$ cat src/rtl/ddr_arb_pkg.sv
// rtl/ddr_arb_pkg.sv - shared types and constants for the DDR port arbiter
//
// Purpose : arbiter state encoding, MIG command codes and default address
//           stepping / frame wrap constants used by the arbiter and its
//           read address generator.
// Ports   : none (package).
package ddr_arb_pkg;

  typedef enum logic [2:0] {
    ST_INIT,
    ST_IDLE,
    ST_WR_ISSUE,
    ST_RD_ISSUE,
    ST_RD_DRAIN
  } arb_state_t;

  localparam logic [2:0] CMD_WRITE = 3'b000;
  localparam logic [2:0] CMD_READ  = 3'b001;

  localparam int DEF_ADDR_STEP  = 8;
  localparam int DEF_FRAME_LAST = 786424;

endpackage

$ cat src/rtl/ddr_rd_addr_gen.sv
// rtl/ddr_rd_addr_gen.sv - MIG command address register with burst step/wrap and issue counter
//
// Purpose : holds the address presented on app_addr. A grant loads it (read
//           start address or write beat address); each accepted read command
//           advances it by ADDR_STEP, wrapping to 0 after FRAME_LAST, and
//           counts the commands issued in the current burst.
// Ports   : ui_clk, sys_rst_n   clock / async active-low reset
//           load, load_addr     load a new address and clear the counter
//           step                one read command accepted this cycle
//           addr                current command address
//           issued              read commands accepted since the last load
module ddr_rd_addr_gen
  import ddr_arb_pkg::*;
#(
  parameter int ADDR_W     = 28,
  parameter int LEN_W      = 4,
  parameter int ADDR_STEP  = DEF_ADDR_STEP,
  parameter int FRAME_LAST = DEF_FRAME_LAST
) (
  input  logic              ui_clk,
  input  logic              sys_rst_n,
  input  logic              load,
  input  logic [ADDR_W-1:0] load_addr,
  input  logic              step,
  output logic [ADDR_W-1:0] addr,
  output logic [LEN_W:0]    issued
);

  always_ff @(posedge ui_clk or negedge sys_rst_n) begin
    if (!sys_rst_n) begin
      addr   <= '0;
      issued <= '0;
    end else if (load) begin
      addr   <= load_addr;
      issued <= '0;
    end else if (step) begin
      issued <= issued + 1'b1;
      // The frame buffer is scanned circularly, so a burst may straddle the end.
      addr   <= (addr == ADDR_W'(FRAME_LAST)) ? '0 : addr + ADDR_W'(ADDR_STEP);
    end
  end

endmodule

$ cat src/rtl/ddr_port_arbiter.sv
// rtl/ddr_port_arbiter.sv - two-port (pixel write / line read) arbiter in front of the MIG UI
//
// Purpose : owns the MIG app_* command and write-data interface, sequencing
//           single-beat writes from the pixel writer and short read bursts
//           from the VGA prefetcher. Reads win arbitration; read data is
//           returned in order and writes never interleave with a burst.
// Ports   : ui_clk, sys_rst_n, calib_done          clock, async reset, MIG calibration
//           wr_req/wr_addr/wr_data -> wr_ack       write port (single 128-bit beat)
//           rd_req/rd_addr/rd_len  -> rd_ack       read request port
//           rd_data/rd_valid/rd_done               read return stream
//           busy, err_unexp                        status
//           app_*                                  MIG user interface
// Config  : `define WR_STARVE_GUARD_EN to force a pending write through after
//           STARVE_LIMIT consecutive read grants; otherwise reads have strict priority.
module ddr_port_arbiter
  import ddr_arb_pkg::*;
#(
  parameter int ADDR_W       = 28,
  parameter int DATA_W       = 128,
  parameter int LEN_W        = 4,
  parameter int BURST_MAX    = 10,
  parameter int ADDR_STEP    = DEF_ADDR_STEP,
  parameter int FRAME_LAST   = DEF_FRAME_LAST,
  parameter int STARVE_LIMIT = 64
) (
  input  logic              ui_clk,
  input  logic              sys_rst_n,
  input  logic              calib_done,
  input  logic              wr_req,
  input  logic [ADDR_W-1:0] wr_addr,
  input  logic [DATA_W-1:0] wr_data,
  output logic              wr_ack,
  input  logic              rd_req,
  input  logic [ADDR_W-1:0] rd_addr,
  input  logic [LEN_W-1:0]  rd_len,
  output logic              rd_ack,
  output logic [DATA_W-1:0] rd_data,
  output logic              rd_valid,
  output logic              rd_done,
  output logic              busy,
  output logic              err_unexp,
  output logic [ADDR_W-1:0] app_addr,
  output logic [2:0]        app_cmd,
  output logic              app_en,
  input  logic              app_rdy,
  output logic [DATA_W-1:0] app_wdf_data,
  output logic              app_wdf_wren,
  output logic              app_wdf_end,
  input  logic              app_wdf_rdy,
  input  logic [DATA_W-1:0] app_rd_data,
  input  logic              app_rd_data_valid
);

  arb_state_t        state;
  logic [LEN_W:0]    len_q;
  logic [LEN_W:0]    returned;
  logic              ret_done;
  logic [LEN_W:0]    issued;
  logic              starve_force;
  logic              rd_win;
  logic              wr_win;
  logic              gen_load;
  logic              gen_step;

  function automatic logic [LEN_W:0] clamp_len(input logic [LEN_W-1:0] len);
    logic [LEN_W:0] l;
    l = {1'b0, len};
    if (l == '0) return (LEN_W+1)'(1);
    if (l > (LEN_W+1)'(BURST_MAX)) return (LEN_W+1)'(BURST_MAX);
    return l;
  endfunction

  // A forced write only overrides the read while that write is still pending.
  always_comb begin
    rd_win = rd_req && !(starve_force && wr_req);
    wr_win = wr_req && !rd_win;
  end

  assign gen_load = (state == ST_IDLE) && (rd_win || wr_win);
  assign gen_step = (state == ST_RD_ISSUE) && app_en && app_rdy;

  ddr_rd_addr_gen #(
    .ADDR_W     (ADDR_W),
    .LEN_W      (LEN_W),
    .ADDR_STEP  (ADDR_STEP),
    .FRAME_LAST (FRAME_LAST)
  ) u_addr_gen (
    .ui_clk    (ui_clk),
    .sys_rst_n (sys_rst_n),
    .load      (gen_load),
    .load_addr (rd_win ? rd_addr : wr_addr),
    .step      (gen_step),
    .addr      (app_addr),
    .issued    (issued)
  );

`ifdef WR_STARVE_GUARD_EN
  localparam int SC_W = $clog2(STARVE_LIMIT + 1);
  logic [SC_W-1:0] starve_cnt;

  assign starve_force = (starve_cnt >= SC_W'(STARVE_LIMIT));

  always_ff @(posedge ui_clk or negedge sys_rst_n) begin
    if (!sys_rst_n) begin
      starve_cnt <= '0;
    end else if (!wr_req || (state == ST_IDLE && wr_win)) begin
      starve_cnt <= '0;
    end else if (state == ST_IDLE && rd_win) begin
      starve_cnt <= starve_cnt + 1'b1;
    end
  end
`else
  assign starve_force = 1'b0;
`endif

  always_ff @(posedge ui_clk or negedge sys_rst_n) begin
    if (!sys_rst_n) begin
      state        <= ST_INIT;
      len_q        <= '0;
      returned     <= '0;
      ret_done     <= 1'b0;
      wr_ack       <= 1'b0;
      rd_ack       <= 1'b0;
      rd_data      <= '0;
      rd_valid     <= 1'b0;
      rd_done      <= 1'b0;
      busy         <= 1'b0;
      err_unexp    <= 1'b0;
      app_cmd      <= '0;
      app_en       <= 1'b0;
      app_wdf_data <= '0;
      app_wdf_wren <= 1'b0;
      app_wdf_end  <= 1'b0;
    end else begin
      app_wdf_end <= 1'b1;
      wr_ack      <= 1'b0;
      rd_ack      <= 1'b0;
      rd_valid    <= 1'b0;
      rd_done     <= 1'b0;
      busy        <= 1'b1;

      case (state)
        ST_INIT: begin
          if (calib_done) begin
            state <= ST_IDLE;
            busy  <= 1'b0;
          end
        end

        ST_IDLE: begin
          if (rd_win) begin
            rd_ack   <= 1'b1;
            len_q    <= clamp_len(rd_len);
            returned <= '0;
            ret_done <= 1'b0;
            app_cmd  <= CMD_READ;
            app_en   <= 1'b1;
            state    <= ST_RD_ISSUE;
          end else if (wr_win) begin
            app_cmd      <= CMD_WRITE;
            app_en       <= 1'b1;
            app_wdf_data <= wr_data;
            app_wdf_wren <= 1'b1;
            state        <= ST_WR_ISSUE;
          end else begin
            busy <= 1'b0;
          end
        end

        ST_WR_ISSUE: begin
          // Command and data channels complete independently in the MIG.
          if (app_en && app_rdy) app_en <= 1'b0;
          if (app_wdf_wren && app_wdf_rdy) app_wdf_wren <= 1'b0;
          if (!app_en && !app_wdf_wren) begin
            wr_ack <= 1'b1;
            busy   <= 1'b0;
            state  <= ST_IDLE;
          end
        end

        ST_RD_ISSUE: begin
          if (gen_step && (issued + 1'b1 == len_q)) begin
            app_en <= 1'b0;
            state  <= ST_RD_DRAIN;
          end
        end

        ST_RD_DRAIN: begin
          if (ret_done) begin
            busy  <= 1'b0;
            state <= ST_IDLE;
          end
        end

        default: state <= ST_INIT;
      endcase

      // Beats can come back while later commands of the burst are still issuing.
      if ((state == ST_RD_ISSUE || state == ST_RD_DRAIN) && app_rd_data_valid && returned < len_q) begin
        rd_data  <= app_rd_data;
        rd_valid <= 1'b1;
        returned <= returned + 1'b1;
        if (returned + 1'b1 == len_q) begin
          rd_done  <= 1'b1;
          ret_done <= 1'b1;
        end
      end

      if ((state == ST_IDLE || state == ST_WR_ISSUE) && app_rd_data_valid) begin
        err_unexp <= 1'b1;
      end
    end
  end

endmodule
$ cat config.mk
export PLATFORM = sky130hd
export DESIGN_NAME = ddr_port_arbiter
export DESIGN_NICKNAME = d
export VERILOG_FILES = /design/src/rtl/ddr_arb_pkg.sv /design/src/rtl/ddr_rd_addr_gen.sv /design/src/rtl/ddr_port_arbiter.sv
export SDC_FILE = /design/constraint.sdc
export NUM_CORES = 1
export LEC_CHECK = 0
export ABC_AREA = 1
export ABC_CLOCK_PERIOD_IN_PS = 1800
export CORE_AREA = 2 2 241 243
export CTS_CLUSTER_DIAMETER = 40
export DETAILED_ROUTE_END_ITERATION = 12
export DIE_AREA = 0 0 243 245
export GPL_TIMING_DRIVEN = 0
export PLACE_DENSITY = 0.64
export REMOVE_ABC_BUFFERS = 1
export SLEW_MARGIN = 20
export SYNTH_ARGS = -nofsm -noshare
export SYNTH_HDL_FRONTEND = slang
export SYNTH_SLANG_ARGS = --single-unit
$ cat constraint.sdc
create_clock -name ui_clk -period 1.8 [get_ports ui_clk]
set_clock_uncertainty 0.1 [all_clocks]
set_input_delay 0.18 -clock ui_clk [delete_from_list [all_inputs] [get_ports ui_clk]]
set_output_delay 0.18 -clock ui_clk [all_outputs]
set_load 0.01 [all_outputs]
# Word-level counts from Yosys, hierarchy flattened
# Cells that the tools add are included.
# totals
reg_bits,315
input_bits,324
# op_classes
reduce_logical,32
bitwise_logic,1
muxes,54
eq_ne,16
add_sub_neg,3
n_lt_le_gt_ge,2
# op_table
operator,n
two-way mux 28 bit,4
two-way mux 5 bit,9
two-way mux 1 bit,29
adder 28 x 4 -> 28 bit (second input constant),1
== test 28 x 20 -> 1 bit (second input constant),1
two-way mux 3 bit,8
!= test 2 bit (second input constant),8
one-hot mux 3 bit (5 select lines),1
logical AND 1 bit,11
adder 5 x 1 -> 5 bit (second input constant),2
== test 5 bit,2
nonzero test 2 bit,5
AND reduction 4 bit,2
== test 3 x 2 -> 1 bit (second input constant),2
AND reduction 2 bit,3
< comparator 5 bit,1
AND reduction 5 bit,1
> comparator 4 bit (second input constant),1
logical NOT 4 bit,1
one-hot mux 1 bit (4 select lines),1
== test 3 x 1 -> 1 bit (second input constant),1
== test 3 bit (second input constant),1
logical NOT 1 bit,3
logical NOT 3 bit,1
other kinds (7),9

# Logic depth before layout (Yosys ltp)
# Gate-level depths: netlist of run 1.
# logic_depth
ltp_word,9
mapped_depth,12

# Hierarchy
# A second synthesis of run 1 with hierarchy kept.
# hier_totals
cells_unflattened,1340
area_unflattened_um2,13494.2
# modules_own_cells
module,cells_each,n_inst,seq_area_each_um2,area_each_um2
ddr_port_arbiter,1028,1,6981.7,11265.8
ddr_rd_addr_gen,312,1,825.8,2228.4

# Worst setup path after synthesis of run 1
# Ideal clock, no wire load.
# synth_timing
kind,flip-flop to flip-flop
start,reg returned[2]
end,reg rd_data[100]
period_less_slack_ps,1789
stages_incl_launch_ff,10
setup_slack_ps,11
arrival_time_ps,1572
n_path_buf,2
required_ps,1584
path_cell_list,dfrtp_1 > ha_1 > nand4_1 > or2_2 > nand4_2 > inv_2 > buf_6 > buf_6 > nand2_1 > nand2_1
# synth_between
elab_chain_len,2
# synth_lines
item,line,rtl
from (decl),ddr_port_arbiter.sv:56,logic [LEN_W:0] returned;
from (signal assigned),ddr_port_arbiter.sv:202,returned <= returned + 1'b1;
< comparator 5 bit,ddr_port_arbiter.sv:199,if ((state == ST_RD_ISSUE || state == ST_RD_DRAIN) && app_rd_data_valid && returned < len_q) begin
logical AND 1 bit,ddr_port_arbiter.sv:199,
to (signal assigned),ddr_port_arbiter.sv:200,rd_data <= app_rd_data;
to (decl),ddr_port_arbiter.sv:37,"output logic [DATA_W-1:0] rd_data,"
# Every way passes these cells.
# A chain may end at the register's enable or synchronous reset.

# Final worst setup path of run 1
# layout_timing
start,reg len_q[3]
end,reg rd_data[55]
# layout_between
elab_chain_len,2
# layout_lines
item,line,rtl
from (decl),ddr_port_arbiter.sv:55,logic [LEN_W:0] len_q;
from (signal assigned),ddr_port_arbiter.sv:153,len_q <= clamp_len(rd_len);
< comparator 5 bit,ddr_port_arbiter.sv:199,
logical AND 1 bit,ddr_port_arbiter.sv:199,
# Every way passes these cells.

==> results of run 1 <==
layout make-up:
type | instances | area, um^2 | share of cell area, %
flip-flops and latches | 312 | 7830 | 29.2
diodes | 1 | 2.50 | 0.00935
inverters | 66 | 293 | 1.09
multi-input cells | 926 | 6370 | 23.8
well taps | 765 | 957 | 3.57
repair buffers | 860 | 9220 | 34.4
clock buffers | 64 | 1480 | 5.54
clock inverters | 43 | 584 | 2.18
repair inverters | 4 | 38.8 | 0.145
repair_timing:
action,4_1_cts,5_1_grt
setup buffers,62,36
gates resized for setup,453,386
pin swaps,61,55
hold buffers,109,0
hold endpoints to repair,324,0
cloned,30,16
endpoints found under the setup margin,558,244
power groups by stage:
| stage | Sequential, mW | Combinational, mW | Clock, mW |
|---|---|---|---|
| global route | 13.3 | 21.1 | 12.1 |
| finish | 12.9 | 19.8 | 11.6 |
| detailed placement | 12.7 | 16.1 | 0 |
| CTS | 12.7 | 17.0 | 11.7 |
| global placement | 12.6 | 16.1 | 0 |
| floorplan | 13.9 | 5.08 | 0 |
per-stage QoR:
step	TNS, ns	setup slack (ns)	total power [mW]	util (%)	hold WS, ns
after floorplan	-737.78	-3.13	18.9	-	-0.216
after global placement	-5611.87	-13.49	28.7	35.2	0.357
after detailed placement	-270.79	-2.41	28.8	35.7	0.0412
after CTS	-37.94	-0.341	41.4	43.8	-0.0200
after global routing	-90.01	-0.468	46.5	46.9	0.0118
final	-65.57	-0.379	44.3	46.9	-0.00416
synthesized netlist by cell type (3+ instances only):
cell type	count
nand2_1	520
dfrtp_1	312
nand3_1	50
o22ai_1	6
buf_2	28
nor2_2	3
nor2_1	81
clkbuf_1	3
nor3_1	7
a21oi_1	6
mux2_1	109
o21ai_0	43
buf_4	8
o31ai_1	4
nand4_1	17
ha_1	7
o21bai_1	4
o211ai_1	3
xnor2_1	3
inv_1	60
buf_6	21
inv_2	6
xor2_1	17
nand2_2	4
mux2_2	19
metal layers:
metal | part of all wire [%] | up-vias | global-route usage (%)
met5 | 0.036 | - | 0
met4 | 4.9 | 4 | 10.1
met3 | 8.9 | 181 | 6.75
met2 | 50 | 652 | 31.5
met1 | 36 | 6756 | 19.7
li1 | - | 6149 | -
final timing paths:
path,startpoint,end,slack (ns)
setup / recovery,len_q[3]$_DFFE_PN0P_,rd_data[55]$_DFFE_PN0P_,-0.38
hold / removal,sys_rst_n,rd_data[107]$_DFFE_PN0P_,-0.004
setup reg to reg,len_q[3]$_DFFE_PN0P_,rd_data[55]$_DFFE_PN0P_,-0.38
hold reg to reg,err_unexp$_DFFE_PN0P_,err_unexp$_DFFE_PN0P_,0.37
max in group asynchronous,sys_rst_n,app_wdf_data[64]$_DFFE_PN0P_,0.25
min in group ui_clk,app_rd_data[125],rd_data[125]$_DFFE_PN0P_,0.04
registers in the layout (all words and copies together), names as in the netlist:
name,flops
err_unexp,1
busy,1
state,3
u_addr_gen.addr,28
app_wdf_wren,1
ret_done,1
u_addr_gen.issued,5
app_cmd,1
len_q,4
app_wdf_end,1
app_en,1
rd_valid,1
returned,5
wr_ack,1
rd_done,1
app_wdf_data,128
rd_ack,1
rd_data,128
logic make-up (layout without fill, tap and decap cells):
logic type      count (synthesis)  in the layout  share of synthesized area [%]
compound gates                 73             73                           3.14
xor+xnor                       20             20                           1.31
fa+ha+maj                       7              7                          0.653
buf+inv                       126           1037                           5.19
flops                         312            312                           58.2
mux                           128            128                           10.8
other cells                     2              4                         0.0560
simple gates                  691            695                           20.7
==> flow_metrics.env, run 1 <==
export IMPL_num_fill_cells=4974
export IMPL_critical_path_class="flop to flop"
export IMPL_crit_cells=12
export IMPL_finalCritPeriodShare_pct=121
export IMPL_clk_pin_slew_ns=0.06
export IMPL_clk_latency_ns=0.61
export IMPL_ys_warn_count=0
export IMPL_max_cap_violations=0
export IMPL_grt_ovfl_total=0
export IMPL_initial_core_util_pct=23.5
export IMPL_synth_top_cell_area_share_pct=58.2
export IMPL_critPathMaxFanout=8
export IMPL_cp_common_cell="nand2_1"
export IMPL_final_min_clock_period_ns=2.18
export IMPL_stdcell_count=3041
export IMPL_synth_main_ff_cell="dfrtp_1"
export IMPL_powerDensity_nw_per_um2=1650
export IMPL_hold_viol=1
export IMPL_die_area_um2=59500
export IMPL_synth_cell_types=38
export IMPL_placementRows=88
export IMPL_viasPerCell=4.52
export IMPL_final_cell_mix="clkdlybuf4s50_1, nand2_1, dfrtp_1"
export IMPL_holdWs_ns=-0.00416
export IMPL_drt_iter0_drc=645
export IMPL_h_tree_depth=2
export IMPL_rr_worst_depth=12
export IMPL_yosys_register_bits=312
export IMPL_grt_pass1_vias=14500
export IMPL_dr_pass1_iters=5
export IMPL_core_area_um2=57000
export IMPL_violations="negative hold slack, negative setup slack"
export IMPL_post_place_cells=2691
export IMPL_clock_sinks=312
export IMPL_switching_share_pct=37.4
export IMPL_vias=13700
export IMPL_die_x_um=243
export IMPL_async_flop_share_pct=100
export IMPL_slowest_stage="dfrtp_1"
export IMPL_power_switching_mw=16.6
export IMPL_grt_max_degree=97
export IMPL_track_usage_pct=18.4
export IMPL_status="finished, violations left"
export IMPL_routabilityCongestion=0.859
export IMPL_startpoint_type="flop"
export IMPL_synth_top_area_cell="dfrtp_1"
export IMPL_tightest_slew_ns=0.801
export IMPL_wl_per_cell_um=20.3
export IMPL_crit_chain="inv_2 > ha_4 > nand4_1 > or2_4 > nand4_4 > buf_6 > buf_12 > inv_16 > buf_16 > clkbuf_16 > nand2_1 > nand2_1"
export IMPL_dp_hpwl_mm=34.5
export IMPL_cp_end_kind="flop"
export IMPL_seq_power_share_pct=29.2
export IMPL_required_ns=2.20
export IMPL_drc=0
export IMPL_slew_violations=0
export IMPL_ir_worst_vdd_uv=976
export IMPL_setup_viol=290
export IMPL_numCtsBuffers=57
export IMPL_port_buffer_count=617
export IMPL_synth_area_um2=13400
export IMPL_tritoncts="done"
export IMPL_netlist_instances=1359
export IMPL_yosysSeqAreaShare_pct=58.2
export IMPL_avgSynthCellArea_um2=9.86
export IMPL_synth_edf_count=0
export IMPL_yosys_top_cells_area="dfrtp_1, nand2_1, mux2_1"
export IMPL_crit_family="buffers and inverters"
export IMPL_place_area_um2=20300
export IMPL_grt_pass1_wl_mm=84.6
export IMPL_drive_above_1_share_pct=26.7
export IMPL_fin_nets=2558
export IMPL_wl_mm=61.8
export IMPL_clk_path_buf_depth=3
export IMPL_crit_buf_inv=6
export IMPL_slew_limit_headroom_pct=46.3
export IMPL_area_growth_pct=99.8
export IMPL_layout_setup_ws_ns=-0.379
export IMPL_slowest_delay_ns=0.36
export IMPL_final_common_cell="clkdlybuf4s50_1"
export IMPL_antenna_found_initial=3
export IMPL_internal_power_mw=27.7
export IMPL_power_leakage_nw=13.1
export IMPL_combPwrFrac_pct=44.7
export IMPL_die_h_um=245
export IMPL_fmax_mhz=459
export IMPL_ioPinCount=620
export IMPL_clockPowerShare_pct=26.1
export IMPL_worst_ep_arrival_time_ns=2.58
export IMPL_cts_root_buffer="clkbuf_16"
export IMPL_antenna_left=0
export IMPL_design_area_um2=26800
export IMPL_rsz0062_at_grt="yes"
export IMPL_min_path_type="input port to async pin"
Note: power is estimated with default switching activity, not from simulation.
==> inputs of run 2 (changes only) <==
--- a/config.mk
+++ b/config.mk
@@ -9,4 +9,6 @@
 export ABC_CLOCK_PERIOD_IN_PS = 1800
+export CAP_MARGIN = 20
 export CORE_AREA = 2 2 241 243
 export CTS_CLUSTER_DIAMETER = 40
+export CTS_CLUSTER_SIZE = 8
 export DETAILED_ROUTE_END_ITERATION = 12
==> constraint.sdc (replaced) <==
create_clock -name ui_clk -period 1.8 [get_ports ui_clk]
set_clock_uncertainty 0.1 [all_clocks]
set_input_delay 0.36 -clock ui_clk [delete_from_list [all_inputs] [get_ports ui_clk]]
set_output_delay 0.36 -clock ui_clk [all_outputs]
set_load 0.01 [all_outputs]
==> run 2 against run 1 <==
The flow finishes with violations (negative setup slack). Core utilization fell by 2.9 points. Sequential share of layout area is 1.9 points higher. Power decreased by 2.4%. Worst hold slack improved by 0.18 ns. Via count fell by 6.1%. Combinational power fell by 3%. First-iteration DRC count increased by 5.6%. Final area fell by 6.1%. Sequential power is essentially flat. Count of clock-buffer cells in the layout up 12. Largest power group unchanged.
==> flow_metrics.env, run 2 (synthesis gave the netlist of run 1 again) <==
export IMPL_grt_max_degree=97
export IMPL_crit_family="buffers and inverters"
export IMPL_min_path_type="input port to async pin"
export IMPL_antenna_left=0
export IMPL_clock_sinks=312
export IMPL_dr_pass1_iters=5
export IMPL_fmax_mhz=486
export IMPL_slowest_stage="dfrtp_1"
export IMPL_routabilityCongestion=0.859
export IMPL_violations="negative setup slack"
export IMPL_grt_ovfl_total=0
export IMPL_numCtsBuffers=60
export IMPL_die_x_um=243
export IMPL_crit_buf_inv=5
export IMPL_required_ns=2.19
export IMPL_drt_iter0_drc=681
export IMPL_setup_viol=202
export IMPL_grt_pass1_wl_mm=79.7
export IMPL_ir_worst_vdd_uv=1030
export IMPL_critical_path_class="flop to flop"
export IMPL_power_leakage_nw=12.2
export IMPL_placementRows=88
export IMPL_slew_violations=0
export IMPL_viasPerCell=4.41
export IMPL_final_min_clock_period_ns=2.06
export IMPL_status="finished, violations left"
export IMPL_startpoint_type="flop"
export IMPL_critPathMaxFanout=6
export IMPL_ioPinCount=620
export IMPL_stdcell_count=2925
export IMPL_cp_end_kind="flop"
export IMPL_clk_path_buf_depth=3
export IMPL_worst_ep_arrival_time_ns=2.45
export IMPL_area_growth_pct=87.6
export IMPL_wl_per_cell_um=20.1
export IMPL_vias=12900
export IMPL_tritoncts="done"
export IMPL_multi_input_area_um2=6030
export IMPL_total_power_mw=43.2
export IMPL_slowest_delay_ns=0.38
export IMPL_powerDensity_nw_per_um2=1720
export IMPL_grt_pass1_vias=13300
export IMPL_hold_viol=0
export IMPL_clk_pin_slew_ns=0.05
export IMPL_reg_largest_list="app_wdf_data (128), rd_data (128), u_addr_gen.addr (28)"
export IMPL_die_h_um=245
export IMPL_port_buffer_count=617
export IMPL_clk_latency_ns=0.60
export IMPL_drive_above_1_share_pct=26.4
export IMPL_initial_core_util_pct=23.5
export IMPL_track_usage_pct=17.3
export IMPL_finalCritPeriodShare_pct=114
export IMPL_layout_setup_ws_ns=-0.257
export IMPL_wl_mm=58.7
export IMPL_drc=0
export IMPL_fin_nets=2450
export IMPL_cts_root_buffer="clkbuf_16"
export IMPL_max_cap_violations=0
export IMPL_slew_limit_headroom_pct=65.0
export IMPL_regArea_um2=7830
export IMPL_dp_hpwl_mm=34.5
export IMPL_final_common_cell="nand2_1"
export IMPL_h_tree_depth=2
export IMPL_final_cell_mix="nand2_1, clkdlybuf4s50_1, dfrtp_1"
export IMPL_crit_chain="inv_2 > ha_4 > a21oi_2 > nand3b_1 > nand4_4 > buf_12 > buf_16 > buf_12 > buf_16 > nand2_4 > nand2_2"
export IMPL_core_area_um2=57000
export IMPL_antenna_found_initial=3
export IMPL_post_place_cells=2691
export IMPL_num_fill_cells=5331
export IMPL_holdWs_ns=0.171
export IMPL_rsz0062_at_grt="yes"
export IMPL_die_area_um2=59500
export IMPL_tightest_slew_ns=0.525
==> run 2: through the flow <==
step / utilization (%) / instance area (um^2) / setup slack, ns / setup TNS (ns)
2_1_floorplan: - / 13000 / -3.13 / -743.73
3_3_place_gp: 35.2 / 20100 / -13.67 / -5704.06
3_5_place_dp: 35.7 / 20300 / -2.59 / -302.91
4_1_cts: 41.5 / 23700 / -0.276 / -29.27
5_1_grt: 44.1 / 25100 / -0.327 / -44.01
6_report: 44.1 / 25100 / -0.257 / -22.82
==> run 2: layer usage <==
metal	routed length [um]	global-route usage (%)	share of wire [%]
met2	29400	30.4	50
met4	2190	6.77	3.7
met5	22	0	0.037
met3	5110	6.18	8.7
met1	22000	19.2	37
==> run 2: cell type report <==
cell class	count	area share (%)
inverter	66	1.16
sequential	312	31.1
clock inverter	26	1.48
tap	765	3.81
clock buffer	76	6.61
multi-input combinational	926	24.0
antenna	1	0.00995
timing repair inverter	5	0.249
timing repair buffer	748	31.6
==> run 2: worst register-to-register path, delay by kind of cell (launching register included) <==
family	cells	cell delay, ns
simple gates	4	0.41
compound gates	1	0.11
fa+ha+maj	1	0.21
buf+inv	5	0.74
flops	1	0.38
==> run 2: worst paths after layout <==
path                                         startpoint                       end  slack, ns  depth (start not counted)
worst max register to register     len_q[2]$_DFFE_PN0P_   rd_data[69]$_DFFE_PN0P_      -0.26                         11
worst min register to register  rd_data[77]$_DFFE_PN0P_   rd_data[77]$_DFFE_PN0P_       0.37                          2
min in group ui_clk                     app_rd_data[12]   rd_data[12]$_DFFE_PN0P_       0.19                          3
max in group asynchronous                     sys_rst_n   rd_data[93]$_DFFE_PN0P_       0.25                          4
worst min-delay path                          sys_rst_n  rd_data[107]$_DFFE_PN0P_       0.17                          2
worst max-delay path               len_q[2]$_DFFE_PN0P_   rd_data[69]$_DFFE_PN0P_      -0.26                         11
==> run 2: repair_timing <==
| item | CTS | global route |
|---|---|---|
| endpoints found under the setup margin | 585 | 417 |
| pin swaps | 27 | 36 |
| endpoints found under the hold margin | 49 | 0 |
| gates cloned | 27 | 22 |
| gates resized for setup | 489 | 325 |
| setup buffers | 67 | 18 |
| hold buffers | 1 | 0 |
==> run 2: power breakdown <==
group          switching, mW  leakage (nW)  total [mW]  internal, mW
clock network           3.81         0.975        11.3          7.44
registers               2.18          3.79        12.6          10.4
logic                   9.46          7.45        19.3          9.89
total                   15.4          12.2        43.2          27.8
